### config.mk
export PLATFORM = sky130hd
export DESIGN_NAME = ifetch_queue
export DESIGN_NICKNAME = d
export VERILOG_FILES = /design/src/rtl/ifetch_queue_pkg.sv /design/src/rtl/sync_fifo.sv /design/src/rtl/ifetch_queue.sv
export SDC_FILE = /design/constraint.sdc
export NUM_CORES = 1
export LEC_CHECK = 0
export CORE_ASPECT_RATIO = 0.8
export CORE_MARGIN = 3
export CORE_UTILIZATION = 40
export CTS_BUF_LIST = sky130_fd_sc_hd__clkbuf_8
export CTS_CLUSTER_SIZE = 30
export DETAILED_ROUTE_END_ITERATION = 10
export HOLD_SLACK_MARGIN = 0.06
export PLACE_DENSITY = 0.62
export SLEW_MARGIN = 30
export SYNTH_ARGS = -nofsm -noshare
export SYNTH_HDL_FRONTEND = slang
export SYNTH_SLANG_ARGS = --single-unit
### constraint.sdc
create_clock -name clk -period 2.9 [get_ports clk]
set_input_delay 0.435 -clock clk [delete_from_list [all_inputs] [get_ports clk]]
set_output_delay 0.435 -clock clk [all_outputs]
set_load 0.02 [all_outputs]
### src/rtl/ifetch_queue_pkg.sv
// Shared types and constants for the instruction fetch queue.
// Latency: n/a (declarations only).
// Backpressure: n/a.
package ifetch_queue_pkg;

    // Default first fetch address after reset.
    localparam logic [31:0] IFQ_RESET_PC = 32'h0000_0000;

    // Canonical NOP (addi x0,x0,0) the core injects for its own bubbles.
    localparam logic [31:0] IFQ_NOP = 32'h0000_0013;

    // One queued instruction, tagged with the PC it was fetched from.
    typedef struct packed {
        logic [31:0] pc;
        logic [31:0] instr;
    } ifq_entry_t;

    // Force a byte address onto a 32-bit word boundary.
    function automatic logic [31:0] ifq_align(input logic [31:0] addr);
        return addr & 32'hFFFF_FFFC;
    endfunction

endpackage

### src/rtl/sync_fifo.sv
// Generic synchronous FIFO, power-of-two depth, synchronous reset and flush.
// Latency: a push is visible at the head the cycle after it is written.
// Backpressure: push is dropped when full unless a pop happens in the same cycle.
module sync_fifo #(
    parameter int WIDTH = 64,
    parameter int DEPTH = 4
) (
    input  logic                     clk,
    input  logic                     rst,
    input  logic                     flush_i,
    input  logic                     push_i,
    input  logic [WIDTH-1:0]         push_dat_i,
    input  logic                     pop_i,
    output logic [WIDTH-1:0]         head_dat_o,
    output logic [$clog2(DEPTH):0]   count_o
);

    localparam int AW = $clog2(DEPTH);
    localparam logic [AW:0] DEPTH_C = (AW+1)'(DEPTH);

    logic [WIDTH-1:0] mem_q [DEPTH];
    logic [AW-1:0]    wr_ptr_q;
    logic [AW-1:0]    rd_ptr_q;
    logic [AW:0]      count_q;
    logic [AW:0]      count_d;
    logic             push_ok;
    logic             pop_ok;

    // Accept handshakes; a full FIFO still takes a push when the head leaves.
    always_comb begin
        pop_ok  = pop_i && (count_q != '0);
        push_ok = push_i && ((count_q != DEPTH_C) || pop_ok);
        count_d = count_q;
        if (push_ok && !pop_ok) begin
            count_d = count_q + (AW+1)'(1);
        end else if (!push_ok && pop_ok) begin
            count_d = count_q - (AW+1)'(1);
        end
    end

    // Pointer and occupancy state; flush empties the FIFO like a reset.
    always_ff @(posedge clk) begin
        if (rst || flush_i) begin
            wr_ptr_q <= '0;
            rd_ptr_q <= '0;
            count_q  <= '0;
        end else begin
            if (push_ok) begin
                wr_ptr_q <= wr_ptr_q + AW'(1);
            end
            if (pop_ok) begin
                rd_ptr_q <= rd_ptr_q + AW'(1);
            end
            count_q <= count_d;
        end
    end

    // Entry storage; contents are only meaningful below count, so no reset.
    always_ff @(posedge clk) begin
        if (push_ok && !rst && !flush_i) begin
            mem_q[wr_ptr_q] <= push_dat_i;
        end
    end

    assign head_dat_o = mem_q[rd_ptr_q];
    assign count_o    = count_q;

endmodule

### src/rtl/ifetch_queue.sv
// Instruction prefetch queue between a 1-cycle IROM and the IF stage.
// Latency: 2 cycles from request (or the cycle after a redirect) to fetch_valid_o.
// Backpressure: stops issuing once queued + in-flight entries reach DEPTH; no IROM stall.
module ifetch_queue
    import ifetch_queue_pkg::*;
#(
    parameter int          DEPTH    = 4,
    parameter logic [31:0] RESET_PC = IFQ_RESET_PC
) (
    input  logic        clk,
    input  logic        rst,
    output logic        irom_req_o,
    output logic [13:0] irom_addr_o,
    input  logic [31:0] irom_rdata_i,
    output logic        fetch_valid_o,
    output logic [31:0] fetch_pc_o,
    output logic [31:0] fetch_instr_o,
    input  logic        fetch_ready_i,
    input  logic        redirect_i,
    input  logic [31:0] redirect_pc_i
);

    localparam int          CW      = $clog2(DEPTH) + 1;
    localparam logic [CW:0] DEPTH_W = (CW+1)'(DEPTH);

    logic [31:0]   fpc_q, fpc_d;
    logic          inflight_q, inflight_d;
    logic [31:0]   inflight_pc_q, inflight_pc_d;
    logic [CW-1:0] fifo_count;
    logic [CW:0]   occ;
    logic          issue;
    logic          resp_push;
    logic          head_pop;
    ifq_entry_t    push_ent;
    ifq_entry_t    head_ent;

    // Issue and queue control. Issue is suppressed during a redirect, so the
    // only response that can go stale is the one landing in the redirect
    // cycle itself; gating the push with redirect_i drops it. A pop in the
    // same cycle is deliberately not credited toward free space.
    always_comb begin
        occ       = {1'b0, fifo_count} + {{CW{1'b0}}, inflight_q};
        issue     = !rst && !redirect_i && (occ < DEPTH_W);
        resp_push = inflight_q && !redirect_i && !rst;
        head_pop  = fetch_valid_o && fetch_ready_i && !redirect_i;

        push_ent.pc    = inflight_pc_q;
        push_ent.instr = irom_rdata_i;

        fpc_d         = fpc_q;
        inflight_d    = issue;
        inflight_pc_d = inflight_pc_q;
        if (redirect_i) begin
            fpc_d = ifq_align(redirect_pc_i);
        end else if (issue) begin
            fpc_d         = fpc_q + 32'd4;
            inflight_pc_d = fpc_q;
        end
    end

    // Fetch PC and in-flight tracking; reset discards any outstanding response.
    always_ff @(posedge clk) begin
        if (rst) begin
            fpc_q         <= ifq_align(RESET_PC);
            inflight_q    <= 1'b0;
            inflight_pc_q <= '0;
        end else begin
            fpc_q         <= fpc_d;
            inflight_q    <= inflight_d;
            inflight_pc_q <= inflight_pc_d;
        end
    end

    sync_fifo #(
        .WIDTH ($bits(ifq_entry_t)),
        .DEPTH (DEPTH)
    ) u_fifo (
        .clk        (clk),
        .rst        (rst),
        .flush_i    (redirect_i),
        .push_i     (resp_push),
        .push_dat_i (push_ent),
        .pop_i      (head_pop),
        .head_dat_o (head_ent),
        .count_o    (fifo_count)
    );

    assign irom_req_o    = issue;
    assign irom_addr_o   = fpc_q[15:2];
    assign fetch_valid_o = !rst && (fifo_count != '0);
    assign fetch_pc_o    = fetch_valid_o ? head_ent.pc    : 32'h0;
    assign fetch_instr_o = fetch_valid_o ? head_ent.instr : 32'h0;

endmodule

==> results_dict.tcl, run 1 <==
set metrics [dict create \
    syn_inst 833 \
    wl_um 28910 \
    setup_viol_count_final 0 \
    grt_usage_pct 16.66 \
    rsz0062_at_grt "false" \
    cp_max_fo 21 \
    finalHoldViolCount 0 \
    antenna_found_initial 0 \
    crit_arrival_ps 2310 \
    p_int_mw 7.045 \
    power_density_nw_per_um2 573.8 \
    worstSetupStartpointType "flop" \
    die_w_um 205.9 \
    nNetsFinal 1067 \
    power.share.combinational_pct 4.6 \
    ff2ff_setup_slack_ps 580 \
    tns_ps 0 \
    fin_crit_ps 2741 \
    drt_iter0_markers 536 \
    cts_buffers 49 \
    drc_errors 0 \
    fp-row-count 57 \
    skew_ps 13.77 \
    layout_setup_ws_ps 158.6 \
    finalInstanceArea_um2 15670 \
    cts_tree "built" \
    hp-start "rst" \
    drive_gt1_share_pct 16.75 \
    power.leakage_nw 5.835 \
    p_seq_share_pct 55.7 \
    area_delta_synth_final_pct 22.59 \
    first_global_vias 7490 \
    post_cts_buffers 0 \
    floorplan.initialDensity_pct 41.30 \
    gp_congestion 0.8653 \
    grt_first_pass_wirelength_um 44530 \
    post-place-ws_ps 239.5 \
    end_kind "primary output" \
    ctsHoldBuffers 0 \
    grt_start_max_net_pins 60 \
    max_freq_ghz 0.3648 \
    grt_overflow_total 0 \
    synth_top_flop_cell "edfxtp_1" \
    cts_sinks 318 \
    clock_path_buffers 3 \
    path_clk_slew_ps 60 \
    max_slew_margin_pct 53.91 \
    async_flop_share_pct 0 \
    postRouteAntennaNets 0 \
    crit_type "flop to primary output" \
    outcome "finished clean" \
    vias_per_cell 5.331 \
    slew_violations 0 \
    portBuffers 143 \
    fp.dieH_um 165.9 \
    hpwlAfterDp_um 17670 \
    n_antenna_cell 0 \
    core_area_um2 30950 \
    swShare_pct 21.65 \
    wl_per_cell_um 19.99 \
    ys.warnings.count 0 \
    utilization_pct 50.63 \
    synth-edff-count 248 \
    pin_count 148 \
    critical_path_required_ps 2470 \
    timing.final.crit_share_pct 94.53 \
    min_path_type "primary input to flop" \
    p_switching_mw 1.947 \
    drtPass1Iterations 5 \
    cap_violations 0 \
    ys_ff_latch 318 \
    clk_latency_ps 560 \
    p_clk_share_pct 39.8 \
    ys_seq_area_share_pct 69.22 \
    htreeDepth 2 \
    cts_root_buf "clkbuf_8" \
    vias 7709 \
    die_area_um2 34150 \
    worstMarginPinSlew_ps 688.8 \
    vdd_drop_max_v 0.0002602 \
    n_fill_cell 2664 \
    r2r-start "u_fifo.count_o[0]" \
    dpl_cell_area_um2 14750 \
    synth_area_um2 12780 \
    yosysUniqueCellTypes 50 \
    syn_area_per_cell_um2 15.34 \
]
[routing by layer]
layer	track usage [%]	vias up	wire length, µm
met5	0	-	0
met4	4.012	0	473
met3	3.860	44	2028
met2	23.92	248	12590
met1	25.81	3854	13820
li1	-	3563	-
[cell type report]
type	instances	area (µm²)	area share [%]
multi-input combinational	438	3576	22.82
clock buffer	55	757.0	4.831
inverter	11	41.29	0.2635
tap	413	516.7	3.298
sequential	318	8853	56.50
timing repair buffer	174	1724	11.00
clock inverter	37	201.4	1.286
[cell usage in the layout, fill, tap and decap left out, drive strengths merged, types with 9 or more instances in the layout]
| cell | netlist | routed |
|---|---|---|
| and2 | 12 | 12 |
| and3 | 72 | 72 |
| edfxtp | 248 | 248 |
| nor2 | 14 | 14 |
| clkinv | 2 | 18 |
| nand2 | 93 | 93 |
| inv | 9 | 27 |
| dlygate4sd2 | 0 | 62 |
| a31oi | 16 | 16 |
| a21oi | 53 | 53 |
| dfxtp | 70 | 70 |
| clkdlybuf4s50 | 0 | 79 |
| o211ai | 9 | 9 |
| or3 | 12 | 12 |
| o21ai | 11 | 11 |
| mux4 | 62 | 62 |
| nand3 | 18 | 18 |
| clkbuf | 38 | 55 |
| buf | 29 | 32 |
[worst max-delay path, cell delays in order, from the launching register on]
cell and delay, ps:
dfxtp_4 440, buf_16 220, mux4_2 520, and3_1 220, dlygate4sd2_1 330
[power by group through the flow]
stage / Combinational (mW) / Clock [mW] / Sequential (mW)
after floorplan: 0.210 / 0 / 5.08
after global placement: 0.415 / 0 / 5.10
after detailed placement: 0.419 / 0 / 5.10
after CTS: 0.414 / 3.70 / 5.00
after global routing: 0.446 / 3.91 / 5.01
final: 0.411 / 3.58 / 5.00
[kinds of logic after synthesis]
logic type               share of synthesized area, %
multiplexers                                    11.34
AND/OR/NAND/NOR                                 10.31
AO/OA/AOI/OAI                                   5.100
other                                         0.02934
flip-flops                                      69.22
XOR/XNOR                                       0.3426
buffers and inverters                           2.907
adder cells (fa/ha/maj)                        0.7439
[registers in the layout, summed over array words and instances (netlist names), named ones only]
register	cells
u_fifo.wr_ptr_q	2
u_fifo.mem_q	248
inflight_pc_q	30
u_fifo.count_o	3
inflight_q	1
u_fifo.rd_ptr_q	2
fpc_q	30
[cells in the mapped netlist, types with 3 or more instances]
master       n  area share [%]
a21oi_1     53             2.1
a2bb2oi_1    3            0.21
a31oi_1     16            0.78
a32oi_1      3            0.21
and2_1      11            0.54
and3_1      72             3.5
and4_1       5            0.34
buf_1        3           0.088
buf_2        9            0.35
buf_4       16            0.94
clkbuf_1    38             1.1
dfxtp_1     70              11
edfxtp_1   248              58
ha_1         6            0.59
inv_1        9            0.26
mux2_2       3            0.26
mux4_2      62              11
nand2_1     93             2.7
nand3_1     18            0.70
nand4_1      7            0.34
nor2_1      14            0.41
nor3_1       4            0.16
nor4_1       3            0.15
o211ai_1     9            0.53
o21ai_0     11            0.43
or3_1       11            0.54
or4_1        4            0.23
xor2_1       4            0.27
[per-stage QoR]
stage               power [mW]  std cells  hold slack (ps)
CTS                      9.115       1446            222.7
global placement         5.512       1353            485.2
floorplan                5.288        834            449.5
global route             9.360       1446            276.5
finish                   8.991       1446            276.7
detailed placement       5.517       1353            491.2
[timing repair]
action / 4_1_cts / 5_1_grt
resized for setup: 65 / 1
cloned: 1 / 0
setup endpoints to repair: 63 / 1
[path summary, 6_finish.rpt]
kind / endpoint / depth (start not counted)
setup / recovery: fetch_instr_o[6] / 4
hold / removal: inflight_pc_q[31] / 2
setup reg to reg: u_fifo.count_o[2] / 8
hold reg to reg: inflight_pc_q[20] / 2
Power figures use the tool's default switching activity.
==> inputs of run 2 (changes only) <==
--- a/config.mk
+++ b/config.mk
@@ -7,12 +7,12 @@
 export LEC_CHECK = 0
 export CORE_ASPECT_RATIO = 0.8
 export CORE_MARGIN = 3
-export CORE_UTILIZATION = 40
+export CORE_UTILIZATION = 45
 export CTS_BUF_LIST = sky130_fd_sc_hd__clkbuf_8
 export CTS_CLUSTER_SIZE = 30
 export DETAILED_ROUTE_END_ITERATION = 10
 export HOLD_SLACK_MARGIN = 0.06
-export PLACE_DENSITY = 0.62
+export PLACE_DENSITY = 0.65
 export SLEW_MARGIN = 30
 export SYNTH_ARGS = -nofsm -noshare
 export SYNTH_HDL_FRONTEND = slang
==> constraint.sdc (replaced) <==
create_clock -name clk -period 2.8 [get_ports clk]
set_input_delay 0.42 -clock clk [delete_from_list [all_inputs] [get_ports clk]]
set_output_delay 0.42 -clock clk [all_outputs]
set_load 0.02 [all_outputs]
==> run 2 against run 1 <==
  * Via count up 0.78%
  * Worst setup slack worse by 70 ps
  * Die area down 11%
  * Core utilization up 6.6 points
  * Final area up 0.98%
  * Clock power up 12%
  * Register-to-register slack worse by 70 ps
  * Combinational power up 6.1%
  * Routed wire length down 0.20%
  * Largest cell class unchanged
==> results_dict.tcl, run 2 (synthesis results as in run 1) <==
set metrics [dict create \
    slowest_stage "mux4_2" \
    hold_ws_ps 321.2 \
    setup_viol_count_final 0 \
    rsz0062_at_grt "true" \
    largestRegisters "u_fifo.mem_q: 248 flops, fpc_q: 30 flops, inflight_pc_q: 30 flops" \
    drive_gt1_share_pct 19.10 \
    max_slew_margin_pct 56.21 \
    largest_reg_flops 248 \
    timing.final.crit_share_pct 96.85 \
    vias 7769 \
    wl_um 28850 \
    antenna_found_initial 1 \
    gp_congestion 0.8295 \
    critical_path_required_ps 2380 \
    cts_buffers 51 \
    worstMarginPinSlew_ps 654.5 \
    cp_top_family "buffers and inverters" \
    crit_arrival_ps 2290 \
    die_w_um 194.4 \
    vias_per_cell 5.526 \
    fp.dieH_um 156.7 \
    core_area_um2 27630 \
    end_kind "primary output" \
    cp-endpoint "fetch_pc_o[29]" \
    outcome "finished clean" \
    cts_sinks 318 \
    nNetsFinal 1075 \
    vdd_drop_max_v 0.0003020 \
    hpwlAfterDp_um 17110 \
    layout_setup_ws_ps 88.26 \
    wl_per_cell_um 20.52 \
    grt_usage_pct 18.97 \
    post-place-ws_ps 77.09 \
    die_area_um2 30480 \
    area_delta_synth_final_pct 23.80 \
    path_buf_inv 2 \
    finalHoldViolCount 0 \
    drt_iter0_markers 575 \
    cts_tree "built" \
    slew_violations 0 \
    largest_register "u_fifo.mem_q" \
    crit_type "flop to primary output" \
    path_cells "bufbuf_16, mux4_2, and3_1, dlygate4sd2_1" \
    power.leakage_nw 5.862 \
    postRouteAntennaNets 0 \
    clock_path_buffers 3 \
    power_density_nw_per_um2 608.2 \
    drtPass1Iterations 5 \
    clk_latency_ps 570 \
    cp_max_fo 10 \
    worstSetupStartpointType "flop" \
    path_depth 4 \
    fp-row-count 54 \
    path_clk_slew_ps 60 \
    ff2ff_setup_slack_ps 510 \
    reg2reg_depth 8 \
    max_stage_delay_ps 500 \
    ctsHoldBuffers 0 \
    grt_overflow_total 0 \
    cap_violations 0 \
    cts_root_buf "clkbuf_8" \
    mostFrequentLayoutCell "edfxtp_1" \
    skew_ps 16.45 \
    pin_count 148 \
    grt_first_pass_wirelength_um 45660 \
    drc_errors 0 \
    fin_crit_ps 2712 \
    floorplan.initialDensity_pct 46.26 \
    grt_start_max_net_pins 59 \
    finalInstanceArea_um2 15820 \
    max_freq_ghz 0.3688 \
    n_antenna_cell 0 \
    htreeDepth 2 \
    min_path_type "primary input to flop" \
    r2r_end "u_fifo.count_o[2]" \
    portBuffers 143 \
    first_global_vias 7926 \
    final_cell_mix "248 x edfxtp_1, 93 x nand2_1, 79 x clkdlybuf4s50_1, 72 x and3_1, 68 x dfxtp_1" \
    r2r-start "u_fifo.count_o[0]" \
    dpl_cell_area_um2 14740 \
]
[run 2: worst register-to-register path, delay by kind of cell (launching register included)]
family / cells / cell delay, ps
simple gates: 3 / 940
fa+ha+maj: 2 / 560
flops: 1 / 380
xor+xnor: 1 / 150
compound gates: 1 / 130
buf+inv: 1 / 60
[run 2: through the flow]
stage / util, % / total power [mW] / TNS, ps / std cells
6_report: 57.26 / 9.624 / 0 / 1406
5_1_grt: 57.26 / 10.01 / -12.61 / 1406
4_1_cts: 57.45 / 9.735 / 0 / 1406
3_5_place_dp: 53.36 / 5.718 / 0 / 1305
3_3_place_gp: 53.36 / 5.711 / 0 / 1305
2_1_floorplan: - / 5.477 / 0 / 834
[run 2: per-layer routing]
metal  vias up  share of wire [%]  track usage, %
li1       3582                  -               -
met1      3906                 48           28.12
met2       240                 45           29.06
met3        39                5.5           3.745
met4         2                1.5           5.058
met5         -              0.045               0
[run 2: layout make-up]
class                   count  area, µm²
clock buffers              56      770.7
clock inverters            39      270.3
fillers                  2185      11810
inverters                  11      41.29
multi-input cells         438       3576
flip-flops and latches    318       8853
well taps                 364      455.4
repair buffers            180       1857
[run 2: timing repair]
item,CTS,global route
buffers inserted,3,0
resized for setup,91,13
cloned,3,1
setup endpoints to repair,63,25
[run 2: power breakdown]
group | total, mW | switching (mW) | internal, mW
clock network | 4.01 | 1.79 | 2.21
registers | 5.18 | 0.0583 | 5.12
logic | 0.436 | 0.235 | 0.201
[run 2: worst min-delay path by stage]
stage,startpoint,to,cells after the start
floorplan,fpc_q[17],inflight_pc_q[17],2
detailed placement,fpc_q[16],inflight_pc_q[16],2
global placement,fpc_q[17],inflight_pc_q[17],2
finish,rst,inflight_pc_q[22],3
CTS,rst,fpc_q[25],3
global route,rst,inflight_pc_q[23],3
==> variant (config.mk and constraints of run 1) <==
`DEPTH` is set to 4 in 2 places; all go to 2.
--- a/src/rtl/sync_fifo.sv
+++ b/src/rtl/sync_fifo.sv
@@ -3,7 +3,7 @@
 // Backpressure: push is dropped when full unless a pop happens in the same cycle.
 module sync_fifo #(
     parameter int WIDTH = 64,
-    parameter int DEPTH = 4
+    parameter int DEPTH = 2
 ) (
     input  logic                     clk,
     input  logic                     rst,
--- a/src/rtl/ifetch_queue.sv
+++ b/src/rtl/ifetch_queue.sv
@@ -4,7 +4,7 @@
 module ifetch_queue
     import ifetch_queue_pkg::*;
 #(
-    parameter int          DEPTH    = 4,
+    parameter int          DEPTH    = 2,
     parameter logic [31:0] RESET_PC = IFQ_RESET_PC
 ) (
     input  logic        clk,
Function: changed (Yosys sat finds a counterexample within 4 cycles, from zero or initial values and one cycle with rst high).
==> variant against run 1 <==
Clock skew about the same; worst setup slack better by 0.089 ns; die area decreased by 37%; wire length fell by 37%; design area is 36% lower; sequential cell count is 128 lower; area after synthesis shrank 38%; critical path depth stayed put; register-to-register slack better by 0.06 ns; critical endpoint is now fetch_pc_o[27]; power shrank 43%.
==> variant: results (changes against run 1) <==
Cells and area
  • # nets final: 878 (-18%)
  • Register area: 0.00505 mm² (-43%)
  • Biggest regs: u_fifo.mem_q x124, fpc_q x30, inflight_pc_q x30
  • Clock buf/inv share: 4.09% (-2.0 points)
  • Fillers: 1,689 (-37%)
  • Multi-input combinational area share: 25.2% (+2.4 points)
  • Non-Filler Instances: 1,079 (-25%)
  • #MultiIn Comb: 425 (-3.0%)
  • Share of cells above drive strength 1: 8.04% (-8.7 points)
  • Non-CTS inverters: 7 (-4)
  • NonClk Buf Share: 16.8% (+5.8 points)

Yosys
  • Post-synth EDFFs: 124 (-50%)
  • Post-Synth Adder-Cell Area: 0.317% (-0.43 points)
  • Post-synthesis sequential area ratio: 63.9% (-5.3 points)
  • Distinct cells, synth: 52 (+4.0%)
  • Largest cells by area after synthesis: edfxtp_1 (47%), dfxtp_1 (17%), mux2i_1 (8.0%), nand2_1 (4.0%), nor2_1 (3.7%)
  • Xor/xnor share of the synthesized area: 0.444% (+0.10 points)
  • Most frequent cells after synthesis: edfxtp_1 (124), nand2_1 (85), nor2_1 (78)
  • Flops & latches, synth: 190 (-40%)
  • Cells after Synth: 681 (-18%)

Min path
  • Worst hold endpoint: inflight_pc_q[2]
  • Worst hold path depth: 3 (+1)

Power and ir drop
  • Leak: 3.29 nW (-44%)
  • Peak VDD IR: 0.000327 V (+26%)

Drt
  • Routed wl met2: 8240 µm (-35%)
  • DR vias: 5,630 (-27%)
  • WL final: 18,100 µm (-37%)
  • Met3 wire length: 1180 µm (-42%)
  • Met1 WL: 8490 µm (-39%)
  • DR iter-0 viols: 506 (-5.6%)

Place
  • PortBufs: 143 (unchanged)
  • DP Wirelength: 12,600 µm (-29%)
  • Placed cell area: 0.00958 mm² (-35%)

Setup path
  • Critical R2R Launch: fpc_q[3]
  • Crit path max fanout: 27 (+29%)
  • R2R cell count: 5 (-3)
  • Critical Path Max Stage Delay: 0.62 ns (+0.10 ns)
  • CP endpoint: fetch_pc_o[27]
  • Worst R2R End: fpc_q[30]
  • Slowest stage cell, crit path: clkdlybuf4s50_1

Clock tree
  • Post-CTS sizing: 0 (-100%)
  • Worst-Skew Late Latency: 0.46 ns (-0.10 ns)
  • CTS clk-pin slew, worst paths: 0.10 ns (+0.04 ns)
  • CTS H-tree depth: 4 (+2)

GRT
  • First-pass GRT wire length: 28,700 µm (-36%)
  • GR met1 Demand/Resource: 24.0% (-1.8 points)
  • All-layer global routing usage: 16.9% (+0.26 points)
  • Vias in the first global route: 5,396 (-28%)
  • Largest net degree at the start of global routing: 43 (-28%)
  • Grt met3 use: 4.13% (+0.27 points)

Run status
  • Status: complete, no violations

Floorplanning
  • # Taps: 258 (-38%)

Timing
  • Min Tclk post-route: 2.65 ns (-0.0886 ns)
  • Final Skew: 0.0142 ns (+0.000398 ns)
  • Worst-Margin Slew: 0.781 ns (+0.0921 ns)
-- variant: cell count changes after synthesis, moves of 5 or more --
| cell | change |
|---|---|
| and3_1 | -57 |
| and2_1 | -6 |
| buf_1 | +5 |
| nand2_1 | -8 |
| edfxtp_1 | -124 |
| clkbuf_1 | -15 |
| o221ai_1 | +5 |
| nor2_1 | +64 |
| mux2i_1 | +61 |
| mux4_2 | -62 |
-- variant: metrics by stage --
| stage | power [mW] | utilization, % |
|---|---|---|
| after floorplan | 3.22 | - |
| after global placement | 3.39 | 49.9 |
| after detailed placement | 3.40 | 50.1 |
| after CTS | 5.16 | 52.2 |
| after global routing | 5.31 | 52.4 |
| final | 5.12 | 52.4 |
-- variant: timing repair --
item / in CTS / in global routing
setup buffers: 0 / 3
setup endpoints to repair: 0 / 32
hold buffers: 0 / 0
-- variant: power breakdown --
group          internal, mW  switching (mW)  total (mW)
Sequential             2.93          0.0611        2.99
Combinational         0.177           0.178       0.355
Clock                 0.797           0.977        1.77
Total                  3.90            1.22        5.12
